**src/rtl/dk_sound_trigger.sv**
```systemverilog
// Sound trigger driver: 74LS259-style latch, sample-strobe generator and per-channel hold stretchers.
// Optional status readback (busy, latch_q) when DK_TRIGGER_STATUS_EN is defined.
module dk_sound_trigger #(
   parameter int unsigned CLOCK_RATE       = 1000000,
   parameter int unsigned SAMPLE_RATE      = 48000,
   parameter int unsigned MIN_HOLD_SAMPLES = 480,
   parameter logic [7:0]  INVERT_MASK      = 8'h00
) (
   input  logic       clk,
   input  logic       I_RSTn,
   input  logic       cpu_we,
   input  logic [2:0] cpu_addr,
   input  logic       cpu_data,
   input  logic       latch_clr,
   output logic       audio_clk_en,
   output logic [7:0] trigger_en
`ifdef DK_TRIGGER_STATUS_EN
   ,
   output logic [7:0] busy,
   output logic [7:0] latch_q
`endif
);

   localparam int          CW        = (MIN_HOLD_SAMPLES == 0) ? 1 : $clog2(MIN_HOLD_SAMPLES + 1);
   localparam int unsigned HOLD_LOAD = (MIN_HOLD_SAMPLES == 0) ? 0 : MIN_HOLD_SAMPLES - 1;

   typedef enum logic {
      CH_IDLE,
      CH_ACTIVE
   } ch_state_t;

   logic [31:0]   acc_q;
   logic [32:0]   acc_sum;
   logic          acc_wrap;
   logic [7:0]    latch;
   logic [7:0]    rtg_q;
   logic [7:0]    rtg_d;
   logic [7:0]    rtg_set;
   logic [7:0]    active_d;
   ch_state_t     state_q [8];
   ch_state_t     state_d [8];
   logic [CW-1:0] cnt_q   [8];
   logic [CW-1:0] cnt_d   [8];

   // Phase accumulator: exact long-term SAMPLE_RATE/CLOCK_RATE strobe ratio.
   assign acc_sum  = {1'b0, acc_q} + 33'(SAMPLE_RATE);
   assign acc_wrap = (acc_sum >= 33'(CLOCK_RATE));

   always_ff @(posedge clk or negedge I_RSTn) begin
      if (!I_RSTn) begin
         acc_q        <= '0;
         audio_clk_en <= 1'b0;
      end else begin
         audio_clk_en <= acc_wrap;
         if (acc_wrap) begin
            acc_q <= 32'(acc_sum - 33'(CLOCK_RATE));
         end else begin
            acc_q <= acc_sum[31:0];
         end
      end
   end

   always_ff @(posedge clk or negedge I_RSTn) begin
      if (!I_RSTn) begin
         latch <= '0;
      end else if (latch_clr) begin
         latch <= '0;
      end else if (cpu_we) begin
         latch[cpu_addr] <= cpu_data;
      end
   end

   always_comb begin
      for (int unsigned i = 0; i < 8; i++) begin
         state_d[i]  = state_q[i];
         cnt_d[i]    = cnt_q[i];
         rtg_d[i]    = rtg_q[i];
         rtg_set[i]  = cpu_we && !latch_clr && cpu_data &&
                       (cpu_addr == 3'(i)) && (state_q[i] == CH_ACTIVE);
         if (audio_clk_en) begin
            unique case (state_q[i])
               CH_IDLE: begin
                  rtg_d[i] = 1'b0;
                  if (latch[i]) begin
                     state_d[i] = CH_ACTIVE;
                     cnt_d[i]   = CW'(HOLD_LOAD);
                  end
               end
               CH_ACTIVE: begin
                  if (rtg_q[i]) begin
                     cnt_d[i] = CW'(HOLD_LOAD);
                     rtg_d[i] = 1'b0;
                  end else if (cnt_q[i] != '0) begin
                     cnt_d[i] = cnt_q[i] - CW'(1);
                  end else if (!latch[i]) begin
                     state_d[i] = CH_IDLE;
                  end
               end
               default: state_d[i] = CH_IDLE;
            endcase
         end
         // A fresh retrigger write wins over consumption on the same edge.
         if (rtg_set[i]) begin
            rtg_d[i] = 1'b1;
         end
         active_d[i] = (state_d[i] == CH_ACTIVE);
      end
   end

   always_ff @(posedge clk or negedge I_RSTn) begin
      if (!I_RSTn) begin
         rtg_q <= '0;
         for (int unsigned i = 0; i < 8; i++) begin
            state_q[i] <= CH_IDLE;
            cnt_q[i]   <= '0;
         end
      end else begin
         rtg_q <= rtg_d;
         for (int unsigned i = 0; i < 8; i++) begin
            state_q[i] <= state_d[i];
            cnt_q[i]   <= cnt_d[i];
         end
      end
   end

   always_ff @(posedge clk or negedge I_RSTn) begin
      if (!I_RSTn) begin
         trigger_en <= INVERT_MASK;
      end else if (audio_clk_en) begin
         trigger_en <= active_d ^ INVERT_MASK;
      end
   end

`ifdef DK_TRIGGER_STATUS_EN
   always_comb begin
      for (int unsigned i = 0; i < 8; i++) begin
         busy[i] = (state_q[i] == CH_ACTIVE);
      end
   end
   assign latch_q = latch;
`endif

endmodule

```
**config.mk**
```make
export PLATFORM = sky130hd
export DESIGN_NAME = dk_sound_trigger
export DESIGN_NICKNAME = d
export VERILOG_FILES = /design/src/rtl/dk_sound_trigger.sv
export SDC_FILE = /design/constraint.sdc
export NUM_CORES = 1
export LEC_CHECK = 0
export CAP_MARGIN = 10
export CORE_MARGIN = 8
export CORE_UTILIZATION = 30
export DETAILED_ROUTE_END_ITERATION = 6
export GPL_ROUTABILITY_DRIVEN = 0
export GPL_TIMING_DRIVEN = 0
export HOLD_SLACK_MARGIN = 0.03
export PLACE_DENSITY_LB_ADDON = 0.08
export RECOVER_POWER = 25
export SYNTH_ARGS = -nofsm -noshare
export SYNTH_HDL_FRONTEND = slang
export SYNTH_SLANG_ARGS = --single-unit
```
**constraint.sdc**
```tcl
create_clock -name clk -period 2.8 [get_ports clk]
set_input_delay 0.56 -clock clk [delete_from_list [all_inputs] [get_ports clk]]
set_output_delay 0.56 -clock clk [all_outputs]
set_load 0.01 [all_outputs]
```
# Yosys cells after proc, flatten, opt, wreduce, memory -nomap -nowiden
# Index checks and enable logic that the tools add are counted.
# word_totals
register_bits,137
in_bits,8
output_inout_bits,9
elab_cells,205
# op_classes
add_sub_neg,10
order_cmp,3
eq_ne,23
mux,87
bitwise,8
n_reduce_logical,46
# op_table
op,count
9-bit two-way mux,24
9-bit one-hot mux with 2 select lines,8
9-bit nonzero test,8
"9-bit by 1-bit subtractor with 9-bit output, second input constant",8
1-bit two-way mux,42
"32-bit by 16-bit adder with 33-bit output, second input constant",1
"33-bit by 20-bit >= comparator with 1-bit output, second input constant",1
32-bit two-way mux,1
"32-bit by 20-bit subtractor with 32-bit output, second input constant",1
"3-bit by 2-bit inequality test with 1-bit output, second input constant",8
3-bit AND reduction,8
1-bit logical AND,19
2-bit nonzero test,9
8-bit two-way mux,2
"2-bit inequality test, second input constant",8
1-bit one-hot mux with 2 select lines,8
"3-bit equality test, second input constant",4
8-bit bitwise mux,1
1-bit NOT,8
"3-bit by 2-bit equality test with 1-bit output, second input constant",2
"3-bit by 4-bit less-than comparator with 1-bit output, second input constant",1
1-bit demux with 3-bit select,1
"3-bit by 1-bit equality test with 1-bit output, second input constant",1
"3-bit by 1-bit >= comparator with 1-bit output, second input constant",1
2 further kinds,2

# Longest topological paths before layout
# Gate-level depths: netlist of the first run.
# depth
word_depth,7
mapped_depth,13
depth_no_buf,11

# Worst setup path after synthesis of the first run
# OpenSTA, ideal clock, no wires.
# synth_timing
path_kind,register to register
from,reg acc_q[7]
to,reg acc_q[13]
setup_time_ps,122
t_arrival_ps,2769
t_required_ps,2678
setup_slack_ps,-91
path_stages_with_launch,13
n_path_buf,1
period_less_slack_ps,2891
cell_sequence,dfrtp_1 > inv_1 > ha_1 > or2_2 > a21oi_1 > o22ai_1 > a21oi_1 > a2111oi_4 > or3_1 > buf_6 > nor2_4 > inv_2 > a32o_1
# synth_between
elab_chain_cells,3
elab_cells_between_ends,4
classes_between,add/sub (2); order compare (1); mux (1)
# synth_rtl
item,line,text
from (decl),32,logic [31:0] acc_q;
from (signal assigned),56,acc_q <= 32'(acc_sum - 33'(CLOCK_RATE));
from (signal assigned),58,acc_q <= acc_sum[31:0];
32-bit by 16-bit adder with 33-bit output,46,"assign acc_sum = {1'b0, acc_q} + 33'(SAMPLE_RATE);"
33-bit by 20-bit >= comparator with 1-bit output,47,assign acc_wrap = (acc_sum >= 33'(CLOCK_RATE));
named net acc_wrap,34,logic acc_wrap;
32-bit two-way mux,55,if (acc_wrap) begin
# The timed path passes the listed nets, and every way through them passes these cells.
# A chain may end at the register's enable or synchronous reset.

# Worst setup path in the final report of the first run
# layout_timing
from,reg acc_q[8]
to,reg acc_q[28]
# layout_between
elab_chain_cells,3
elab_cells_between_ends,4
classes_between,add/sub (2); order compare (1); mux (1)
# layout_rtl
item,line
32-bit by 16-bit adder with 33-bit output *,46
32-bit by 20-bit subtractor with 32-bit output / 33-bit by 20-bit >= comparator with 1-bit output (equally long branches),"56, 47"
32-bit two-way mux *,55
# Every way passes the cells marked *; elsewhere a longest branch is shown, timed or not.

==> results of run 1 <==
[layer usage]
layer  GRT usage (%)  part of all wire (%)
met3            2.98                   2.9
met5               0                     0
met4            4.13                   1.6
met2            21.9                    50
met1            15.4                    45
[cells in the final DEF, fill, tap and decap left out, types with 6 or more instances in the layout]
cell type | netlist | final
buf_4 | 1 | 36
mux2_2 | 8 | 8
or4b_2 | 6 | 6
o21a_1 | 10 | 9
xor2_1 | 26 | 25
o21ai_2 | 2 | 7
clkbuf_1 | 9 | 7
clkbuf_16 | 0 | 19
buf_12 | 0 | 7
clkdlybuf4s50_1 | 0 | 13
xnor2_1 | 53 | 48
nand4_1 | 10 | 10
a31oi_1 | 8 | 7
nor3_1 | 33 | 23
o21ai_0 | 34 | 31
nor3_2 | 1 | 8
nand2_1 | 94 | 93
nor4_1 | 9 | 7
dfrtp_2 | 0 | 7
inv_1 | 40 | 38
or4_1 | 9 | 8
buf_6 | 4 | 6
nor2b_1 | 14 | 13
o31ai_1 | 7 | 6
mux2i_1 | 7 | 7
dfrtp_1 | 131 | 124
a21oi_1 | 38 | 32
nor2_1 | 51 | 49
a22o_1 | 8 | 8
or3_1 | 13 | 13
nand3_1 | 33 | 31
ha_1 | 13 | 12
[path summary, 6_finish.rpt]
path | startpoint | to | slack (ps) | cells past startpoint
hold reg to reg | cnt_q[44] | cnt_q[44] | 500 | 2
setup / recovery | acc_q[8] | acc_q[28] | -70 | 11
max in group asynchronous | I_RSTn | acc_q[17] | 980 | 1
min in group asynchronous | I_RSTn | cnt_q[59] | 630 | 1
hold / removal | cnt_q[44] | cnt_q[44] | 500 | 2
setup reg to reg | acc_q[8] | acc_q[28] | -70 | 11
[power by group through the flow]
| stage | sequential, mW | clock (mW) | combinational, mW |
|---|---|---|---|
| 2_1_floorplan | 2.08 | 0 | 0.243 |
| 3_3_place_gp | 2.10 | 0 | 0.349 |
| 3_5_place_dp | 2.10 | 0 | 0.360 |
| 4_1_cts | 2.07 | 2.31 | 0.363 |
| 5_1_grt | 2.08 | 2.38 | 0.420 |
| 6_report | 2.07 | 2.24 | 0.362 |
[critical path: cells and delay by family (launching register included)]
kind | cells | cell delay (ps)
XOR/XNOR | 2 | 340
buffers and inverters | 4 | 610
flip-flops | 1 | 420
AO/OA/AOI/OAI | 5 | 1440
[cell families (layout without fill, tap and decap cells)]
kind of cell	Yosys count	after routing	synth area share, %
fa+ha+maj	13	13	2.21
flops	131	131	44.6
compound gates	154	154	14.4
buf+inv	64	151	3.86
xor+xnor	80	80	9.79
mux	15	15	2.18
simple gates	319	319	23.0
[final cells by class]
type	count	area [sq um]	area share (%)
multi-input combinational	581	4170	44.4
sequential	131	3290	35.0
timing repair buffer	59	609	6.49
clock buffer	19	453	4.83
tap	324	405	4.32
buffer	21	176	1.88
inverter	41	156	1.67
clock inverter	11	128	1.36
[per-stage QoR]
stage | TNS [ps] | power (mW) | util, % | setup slack (ps) | hold WS (ps)
4_1_cts | -718 | 4.75 | 37.6 | -86.7 | 165
3_3_place_gp | -604430 | 2.45 | 32.8 | -4540 | 481
3_5_place_dp | -11080 | 2.46 | 32.9 | -544 | 488
2_1_floorplan | 0 | 2.33 | - | 17.3 | 264
6_report | -270 | 4.67 | 38.8 | -71.5 | 500
5_1_grt | -2600 | 4.89 | 38.8 | -167 | 527
[sequential cells by signal, summed over array words and instances (netlist names)]
register      flops
state_q           8
cnt_q            72
trigger_en        8
rtg_q             8
latch             8
acc_q            26
audio_clk_en      1
[what timing repair did]
action / CTS / global route
resized for setup: 61 / 41
setup buffers: 30 / 12
pin swaps: 27 / 30
endpoints found under the setup margin: 27 / 55
gates cloned: 1 / 2
==> results by group, run 1 <==
Outcome
  – Status: finished with violations
  – Violated checks: capacitance limit, slew limit, setup timing

Synthesis
  – Dominant cell type by area after synthesis: dfrtp_1
  – Synth Flop Type: dfrtp_1
  – Main area contributors after synthesis: dfrtp_1 45%, xnor2_1 6.3%, nand2_1 4.8%
  – Post-synth cell types: 74
  – Number of synthesized flops with an enable pin: 0
  – Top-area cell type share of the netlist area: 44.6%
  – Asr flop ratio synth: 100%
  – Count leader, synth: dfrtp_1
  – Syn avg cell area: 9.47 sq um
  – Synthesized net count: 797
  – Ys Warns: 0
  – Most common library cells after synthesis: 131 x dfrtp_1, 94 x nand2_1, 53 x xnor2_1
  – Sequential area share after synthesis: 44.6%
  – Post-Syn Area: 7350 sq um
  – Cells after Synth: 776
  – Flops & latches, synth: 131

Die
  – I/O pins: 17
  – Initial Util: 30.4%
  – Core Area: around 24000 sq um
  – Die area: a little under 30000 sq um
  – Die height: 173 um
  – Rows: 57
  – Die Wd: 173 um

Worst setup path
  – Most frequent cell on the critical path: buf_4
  – Crit path cell chain: buf_12, o311a_4, a211oi_4, xnor2_2, o211ai_1, buf_4, buf_4, a211oi_2, inv_1, o2111ai_1, xor2_1
  – WP data required: ~3100 ps
  – Critical path data arrival time: 3210 ps
  – CP max FO: 6
  – Slowest CP cell: dfrtp_2
  – Critical Path Sink Type: flip-flop
  – Worst setup path class: reg2reg
  – CP Launch Type: flip-flop
  – Delay of the slowest critical-path stage: roughly 420 ps

STA
  – Slew Limit Fails: 64
  – Period utilization: 103%
  – Layout Skew: 13.2 ps
  – Final hold viol count: 0
  – Worst Tran Pin Value: 1800 ps
  – Max transition margin: -19.8%
  – Fmax achieved: 348 MHz
  – # setup viols final: 11
  – Slack of the critical path: -71.5 ps
  – Unrepaired setup endpoints after global routing: yes
  – Tmin final: between 2000 and 3000 ps

Global route
  – GRT Resource Usage Total: 12.7%
  – Initial antenna violation count: 0
  – Pin count of the biggest net entering global routing: 69
  – First-pass GRT wire length: about 31000 um
  – Total grt overflow: 0
  – Vias in the first global route: 6173

Drt
  – DRT Pass-1 Iters: 6
  – Number of DRC markers in iteration 0: 396
  – Via Count: 5963
  – Vias per std cell: 5.02
  – Final WL: 19300 um
  – Antenna-violating nets left: 0
  – DR WL/cell: 16.2 um
  – DRC errors left: 0

Power
  – Psw: 1.17 mW
  – Leakage: 4.17 nW
  – Peak VDD IR: 327 uV
  – Switching Fraction: around a quarter
  – Flop pwr share: between 40 and 50%
  – Power Density: a little under 500 nW/um^2
  – Clk pwr share: 47.9%
  – Internal power: ~3.5 mW
  – Gate power share: 7.8%

Placed design
  – PortBufs: 14
  – Placed wire-length estimate: 12700 um
  – Placed cell count: around 1100
  – Post-DP Area: 7950 sq um

CTS
  – Clk slew on worst S/H paths: ~60 ps
  – TritonCTS clock tree: done
  – Post-CTS Hold Buffers: 0
  – Clock buffer count from CTS: 17
  – Clock latency on the worst-skew pair: 420 ps
  – Max clock buf depth: 2
  – Htree depth: 4
  – Clock sink count: 131
  – Root Buffer: clkbuf_16

Layout
  – Layout cells sized above 1: 22.5%
  – Non-filler instance count after layout: 1187
  – Area growth syn-to-layout: 27.6%
  – Final Cell Area: about 9400 sq um
  – Number of diodes: 0
  – Final #Nets: roughly 870
  – Fillers: 2349

Flow run
  – Max_cap viols: 1

Min path
  – Min-Delay Path Class: reg2reg
Note: power is estimated with default switching activity, not from simulation.
==> run 2: changes to the inputs <==
==> constraint.sdc (replaced) <==
create_clock -name clk -period 3.6 [get_ports clk]
set_input_delay 0.72 -clock clk [delete_from_list [all_inputs] [get_ports clk]]
set_output_delay 0.72 -clock clk [all_outputs]
set_load 0.01 [all_outputs]
==> run 2 against run 1 <==
  * The flow finishes with violations (capacitance limit, slew limit)
  * Clock-buffer cell count stayed put
  * Non-clock buffer count shrank 42
  * Clock skew down 3.4 ps
  * Wire length is 7.9% lower
  * Combinational power shrank 23%
  * Sequential power shrank 22%
  * Critical path type unchanged
  * Highest routed layer unchanged
==> results by group, run 2 (synthesis gave the netlist of run 1 again) <==
Outcome
  – Status: finished with violations
  – Violated checks: capacitance limit, slew limit

Global route
  – GRT Resource Usage Total: 12.2% (-0.55 points)
  – Total grt overflow: 0 (unchanged)
  – Vias in the first global route: 5948 (-3.6%)
  – Initial antenna violation count: 0 (unchanged)
  – First-pass GRT wire length: 30000 um (-4.6%)
  – Pin count of the biggest net entering global routing: 93 (+35%)

Drt
  – Top sig layer: met4
  – DRT Pass-1 Iters: 4 (-2)
  – Routed wl met3: 430 um (-24%)
  – Number of DRC markers in iteration 0: 413 (+4.3%)
  – Wire length on met2: 8920 um (-7.3%)
  – WL met1: 8200 um (-6.4%)
  – Final WL: 17700 um (-7.9%)
  – DR WL/cell: 15.5 um (-4.6%)
  – Vias per std cell: 5.00 (-0.49%)
  – Antenna-violating nets left: 0 (unchanged)
  – DRC errors left: 0 (unchanged)
  – Via Count: 5734 (-3.8%)

Worst setup path
  – CP max FO: 11 (+5)
  – CP Launch Type: flip-flop
  – Critical Path Sink Type: flip-flop
  – Worst R2R Path Depth: 12 (+1)
  – Worst setup path class: reg2reg
  – Critical path data arrival time: 3740 ps (+530 ps)
  – WP data required: 3900 ps (+760 ps)

Placed design
  – Post-DP Area: 7930 sq um (-0.31%)
  – PortBufs: 14 (unchanged)
  – Placed wire-length estimate: 12500 um (-1.5%)

STA
  – Period utilization: 95.5% (-7.1 points)
  – Layout Skew: 9.82 ps (-3.41 ps)
  – # setup viols final: 0 (-11)
  – Fmax achieved: 291 MHz (-16%)
  – Slew Limit Fails: 40 (-38%)
  – Worst Tran Pin Value: 2450 ps (+649 ps)
  – Final hold viol count: 0 (unchanged)
  – Unrepaired setup endpoints after global routing: yes
  – Setup TNS: 0 ps (+270 ps)
  – Max transition margin: -63.0% (-43 points)
  – Tmin final: 3440 ps (+566 ps)

Die
  – Die area: 29800 sq um (unchanged)
  – Rows: 57 (unchanged)
  – Core Area: 24200 sq um (unchanged)
  – Initial Util: 30.4% (unchanged)
  – Die height: 173 um (unchanged)
  – Die Wd: 173 um (unchanged)
  – I/O pins: 17 (unchanged)

Power
  – Leakage: 3.81 nW (-8.5%)
  – Power Density: 434 nW/um^2 (-13%)
  – Peak VDD IR: 226 uV (-31%)

CTS
  – Clock buffer count from CTS: 17 (unchanged)
  – Clk slew on worst S/H paths: 60 ps (about the same)
  – Clock sink count: 131 (unchanged)
  – Max clock buf depth: 2 (unchanged)
  – Root Buffer: clkbuf_16
  – Clock latency on the worst-skew pair: 420 ps (about the same)
  – Post-CTS Hold Buffers: 0 (unchanged)
  – Htree depth: 4 (unchanged)
  – TritonCTS clock tree: done
  – Number of setup buffers added after CTS: 0 (-100%)
  – Number of gates resized after CTS: 0 (-100%)

Layout
  – Area growth syn-to-layout: 16.2%
  – Max reg flops: 72 (unchanged)
  – Utilization after layout: 35.3% (-3.5 points)
  – Layout cells sized above 1: 10.6% (-12 points)
  – Leading registers by flop count: cnt_q (72), acc_q (26)
  – Top reg by flops: cnt_q
  – Final Cell Area: 8550 sq um (-8.9%)
  – Commonest non-fill, non-tap cell in the layout: dfrtp_1
  – Most frequent cells in the layout: 131 x dfrtp_1, 94 x nand2_1, 53 x xnor2_1
  – Number of diodes: 0 (unchanged)
  – Final #Nets: 831 (-4.8%)
  – Fillers: 2462 (+4.8%)

Min path
  – WHS Path Cells: 2 (unchanged)
  – Min-Delay Path Class: reg2reg

Flow run
  – Max_cap viols: 1 (unchanged)
run 2: cell types whose count changed in the layout (fill, tap and decap cells not counted), moves of 7 or more:
cell and change:
dfrtp_2 -7, nor3_1 +9, dfrtp_1 +7, buf_12 -7, buf_4 -35
run 2: stage by stage:
step / total power [mW] / instances / setup WS (ps) / hold WS (ps)
6_report: 3.71 / 1147 / 163 / 506
4_1_cts: 3.77 / 1147 / 70.7 / 217
3_3_place_gp: 1.90 / 1114 / -3920 / 481
5_1_grt: 3.89 / 1147 / -12.0 / 538
2_1_floorplan: 1.81 / 776 / 709 / 424
3_5_place_dp: 1.92 / 1115 / 104 / 494
run 2: cell type report:
| class | count | area [sq um] | share of cell area (%) |
|---|---|---|---|
| buffer | 23 | 130 | 1.52 |
| clock buffer | 19 | 443 | 5.18 |
| clock inverter | 13 | 173 | 2.02 |
| multi-input combinational | 581 | 3800 | 44.5 |
| inverter | 41 | 154 | 1.80 |
| timing repair buffer | 15 | 161 | 1.89 |
| tap | 324 | 405 | 4.74 |
| sequential | 131 | 3280 | 38.4 |
run 2: worst max-delay path: stages (launching register included):
cell       delay, ps
dfrtp_1          560
inv_1            120
ha_1             300
or2_2            320
a21oi_1          290
o22ai_1          150
a21oi_1          390
a2111oi_4        180
or3_1            360
buf_6            160
nor2_4           140
inv_2             90
a32o_1           260
run 2: where the power goes:
part	switching, mW	leakage [nW]	internal [mW]
sequential	0.0679	1.76	1.54
clock	0.704	0.299	1.12
combinational	0.155	1.76	0.122
total	0.927	3.81	2.78
run 2: final timing paths:
| path | endpoint | slack, ps | startpoint |
|---|---|---|---|
| setup / recovery | acc_q[13] | 160 | acc_q[7] |
| hold / removal | cnt_q[35] | 510 | cnt_q[35] |
| setup reg to reg | acc_q[13] | 160 | acc_q[7] |
| hold reg to reg | cnt_q[35] | 510 | cnt_q[35] |
| max in group asynchronous | acc_q[15] | 1150 | I_RSTn |
| min in group asynchronous | cnt_q[32] | 1040 | I_RSTn |
run 2: layer usage:
metal / vias up / GRT usage [%]
met5: - / 0
met1: 2823 / 14.8
met2: 65 / 21.4
met4: 0 / 3.26
li1: 2830 / -
met3: 16 / 2.66
==> run 3: changes to the inputs <==
--- a/config.mk
+++ b/config.mk
@@ -6,6 +6,9 @@
 export NUM_CORES = 1
 export LEC_CHECK = 0
 export CAP_MARGIN = 10
+export CELL_PAD_IN_SITES_DETAIL_PLACEMENT = 0
+export CELL_PAD_IN_SITES_GLOBAL_PLACEMENT = 1
+export CORE_ASPECT_RATIO = 1.75
 export CORE_MARGIN = 8
 export CORE_UTILIZATION = 30
 export DETAILED_ROUTE_END_ITERATION = 6
==> run 3 against run 2 <==
  * The flow still finishes with violations (capacitance limit, slew limit)
  * Combinational power hardly changed
  * Clock-buffer cell count is 4 higher
  * Register-to-register slack better by 50 ps
  * Wire length increased by 12%
  * Via count grew 0.96%
  * Sequential power is essentially flat
  * Worst hold slack got worse by 5.0 ps
==> results by group, run 3 (synthesis gave the netlist of run 1 again) <==
Layout
  – Number of diodes: 0 (unchanged)
  – Most frequent cells in the layout: 130 x dfrtp_1, 94 x nand2_1, 52 x xnor2_1
  – Layout cells sized above 1: 11.4% (+0.84 points)
  – Leading registers by flop count: cnt_q (72), acc_q (26)
  – Non-filler instance count after layout: 1136 (-0.96%)
  – Commonest non-fill, non-tap cell in the layout: dfrtp_1
  – Area growth syn-to-layout: 16.2% (about the same)
  – Max reg flops: 72 (unchanged)
  – Fillers: 2570 (+4.4%)
  – Top reg by flops: cnt_q
  – Utilization after layout: 35.1% (-0.25 points)
  – Final #Nets: 832 (+0.12%)

STA
  – Period utilization: 94.0% (-1.5 points)
  – Hold slack: 501 ps (-4.99 ps)
  – Slew Limit Fails: 43 (+7.5%)
  – Layout Skew: 7.02 ps (-2.80 ps)
  – Setup TNS: 0 ps (unchanged)
  – Fmax achieved: 296 MHz (+1.6%)
  – Tmin final: 3380 ps (-54.6 ps)
  – Max transition margin: -58.1% (+5.0 points)
  – Unrepaired setup endpoints after global routing: no
  – # setup viols final: 0 (unchanged)
  – Final hold viol count: 0 (unchanged)
  – Worst Tran Pin Value: 2370 ps (-74.5 ps)

Power
  – Peak VDD IR: 303 uV (+34%)
  – Leakage: 3.82 nW (+0.20%)
  – Overall power: 3.66 mW (-1.3%)
  – Power Density: 429 nW/um^2 (-1.3%)

Worst setup path
  – Critical path origin: acc_q[8]
  – Critical Path Sink Type: flip-flop
  – Crit Reg-Reg Endpoint: acc_q[22]
  – Worst setup path end: acc_q[22]
  – Worst R2R Path Depth: 12 (unchanged)
  – Worst setup path class: reg2reg
  – Crit path cell chain: inv_1, ha_1, nand2b_1, a211oi_4, buf_6, nor4_1, a211oi_2, nand4_1, nand2b_4, buf_2, o211ai_1, o21ai_0
  – Delay of the slowest critical-path stage: 460 ps (-100 ps)
  – Critical path data arrival time: 3660 ps (-80 ps)
  – Crit path depth: 12 (unchanged)
  – Start of the worst register-to-register path: acc_q[8]
  – WP data required: 3880 ps (-20 ps)
  – CP Launch Type: flip-flop
  – Reg2Reg Setup Slack: 220 ps (+50 ps)
  – Count of buffer and inverter cells on the critical path: 3 (unchanged)
  – Top Family by Delay on Critical Path: compound AO/OA/AOI/OAI gates
  – CP max FO: 10 (-1)
  – Slowest CP cell: dfrtp_1

CTS
  – Clk slew on worst S/H paths: 60 ps (about the same)
  – Max clock buf depth: 2 (unchanged)
  – Clock buffer count from CTS: 17 (unchanged)
  – Clock sink count: 131 (unchanged)
  – TritonCTS clock tree: done
  – Post-CTS Hold Buffers: 0 (unchanged)
  – Clock latency on the worst-skew pair: 420 ps (about the same)
  – Root Buffer: clkbuf_16
  – Htree depth: 4 (unchanged)

Global route
  – Initial antenna violation count: 0 (unchanged)
  – Vias in the first global route: 6048 (+1.7%)
  – GRT Resource Usage Total: 13.8% (+1.6 points)
  – Pin count of the biggest net entering global routing: 91 (-2.2%)
  – First-pass GRT wire length: 32500 um (+8.1%)
  – Total grt overflow: 0 (unchanged)

Die
  – I/O pins: 17 (unchanged)
  – Die height: 223 um (+29%)
  – Initial Util: 30.2% (-0.21 points)
  – Rows: 76 (+33%)
  – Die area: 30000 sq um (+0.67%)
  – Core Area: 24300 sq um (+0.69%)
  – Die Wd: 134 um (-22%)

Placed design
  – Placed wire-length estimate: 14500 um (+16%)
  – Placed cell count: 1103 (-1.1%)
  – PortBufs: 14 (unchanged)

Outcome
  – Violated checks: capacitance limit, slew limit
  – Status: finished with violations

Drt
  – Vias per std cell: 5.10 (+1.9%)
  – Number of DRC markers in iteration 0: 199 (-52%)
  – DR WL/cell: 17.5 um (+13%)
  – Via Count: 5789 (+0.96%)
  – DRC errors left: 0 (unchanged)
  – Antenna-violating nets left: 0 (unchanged)
  – Final WL: 19900 um (+12%)
  – DRT Pass-1 Iters: 4 (unchanged)

Flow run
  – Max_cap viols: 1 (unchanged)

Min path
  – Min-Delay Path Class: reg2reg
-- run 3: worst reg2reg max path: stages (launching register included) --
cell      delay, ps
dfrtp_1         460
inv_1           140
ha_1            280
nand2b_1        170
a211oi_4        450
buf_6           230
nor4_1           80
a211oi_2        270
nand4_1         290
nand2b_4        300
buf_2           260
o211ai_1        220
o21ai_0         120
-- run 3: layout make-up --
cell class / count / area [sq um] / area share [%]
plain buffers: 23 / 130 / 1.52
repair buffers: 16 / 153 / 1.79
inverters: 41 / 154 / 1.80
clock inverters: 9 / 100 / 1.17
clock buffers: 23 / 508 / 5.95
multi-input cells: 581 / 3830 / 44.8
flip-flops and latches: 131 / 3280 / 38.4
well taps: 312 / 390 / 4.57
-- run 3: report_power, final --
group	internal, mW	leakage, nW	switching, mW
registers	1.54	1.76	0.0688
logic	0.120	1.76	0.155
clock network	1.12	0.301	0.651
total	2.79	3.82	0.875
-- run 3: metrics by stage --
| stage | setup WS, ps | cell area [sq um] |
|---|---|---|
| floorplan | 709 | 7350 |
| global placement | -3890 | 7880 |
| detailed placement | -206 | 7910 |
| CTS | 32.1 | 8540 |
| global route | 7.55 | 8540 |
| finish | 217 | 8540 |
-- run 3: how the worst min path moves through the flow --
stage,cells after the start,slack [ps],endpoint,start
floorplan,0,420,acc_q[10],I_RSTn
global route,2,530,cnt_q[44],cnt_q[44]
CTS,1,220,cnt_q[31],I_RSTn
global placement,2,490,cnt_q[17],cnt_q[17]
detailed placement,2,490,cnt_q[17],cnt_q[17]
finish,2,500,cnt_q[17],cnt_q[17]
-- run 3: repair_timing --
action	CTS	global route
setup endpoints to repair	10	23
gates resized for setup	5	4
pin swaps	0	2
buffers inserted	0	1
-- run 3: metal layers --
layer,share of wire (%),wire length [um],track usage (%),vias to the layer above
met5,0,0,0,-
met4,2.4,480,5.61,0
met3,2.6,525,2.57,28
met2,57,11200,26.9,73
met1,38,7610,13.7,2863
li1,-,-,-,2825
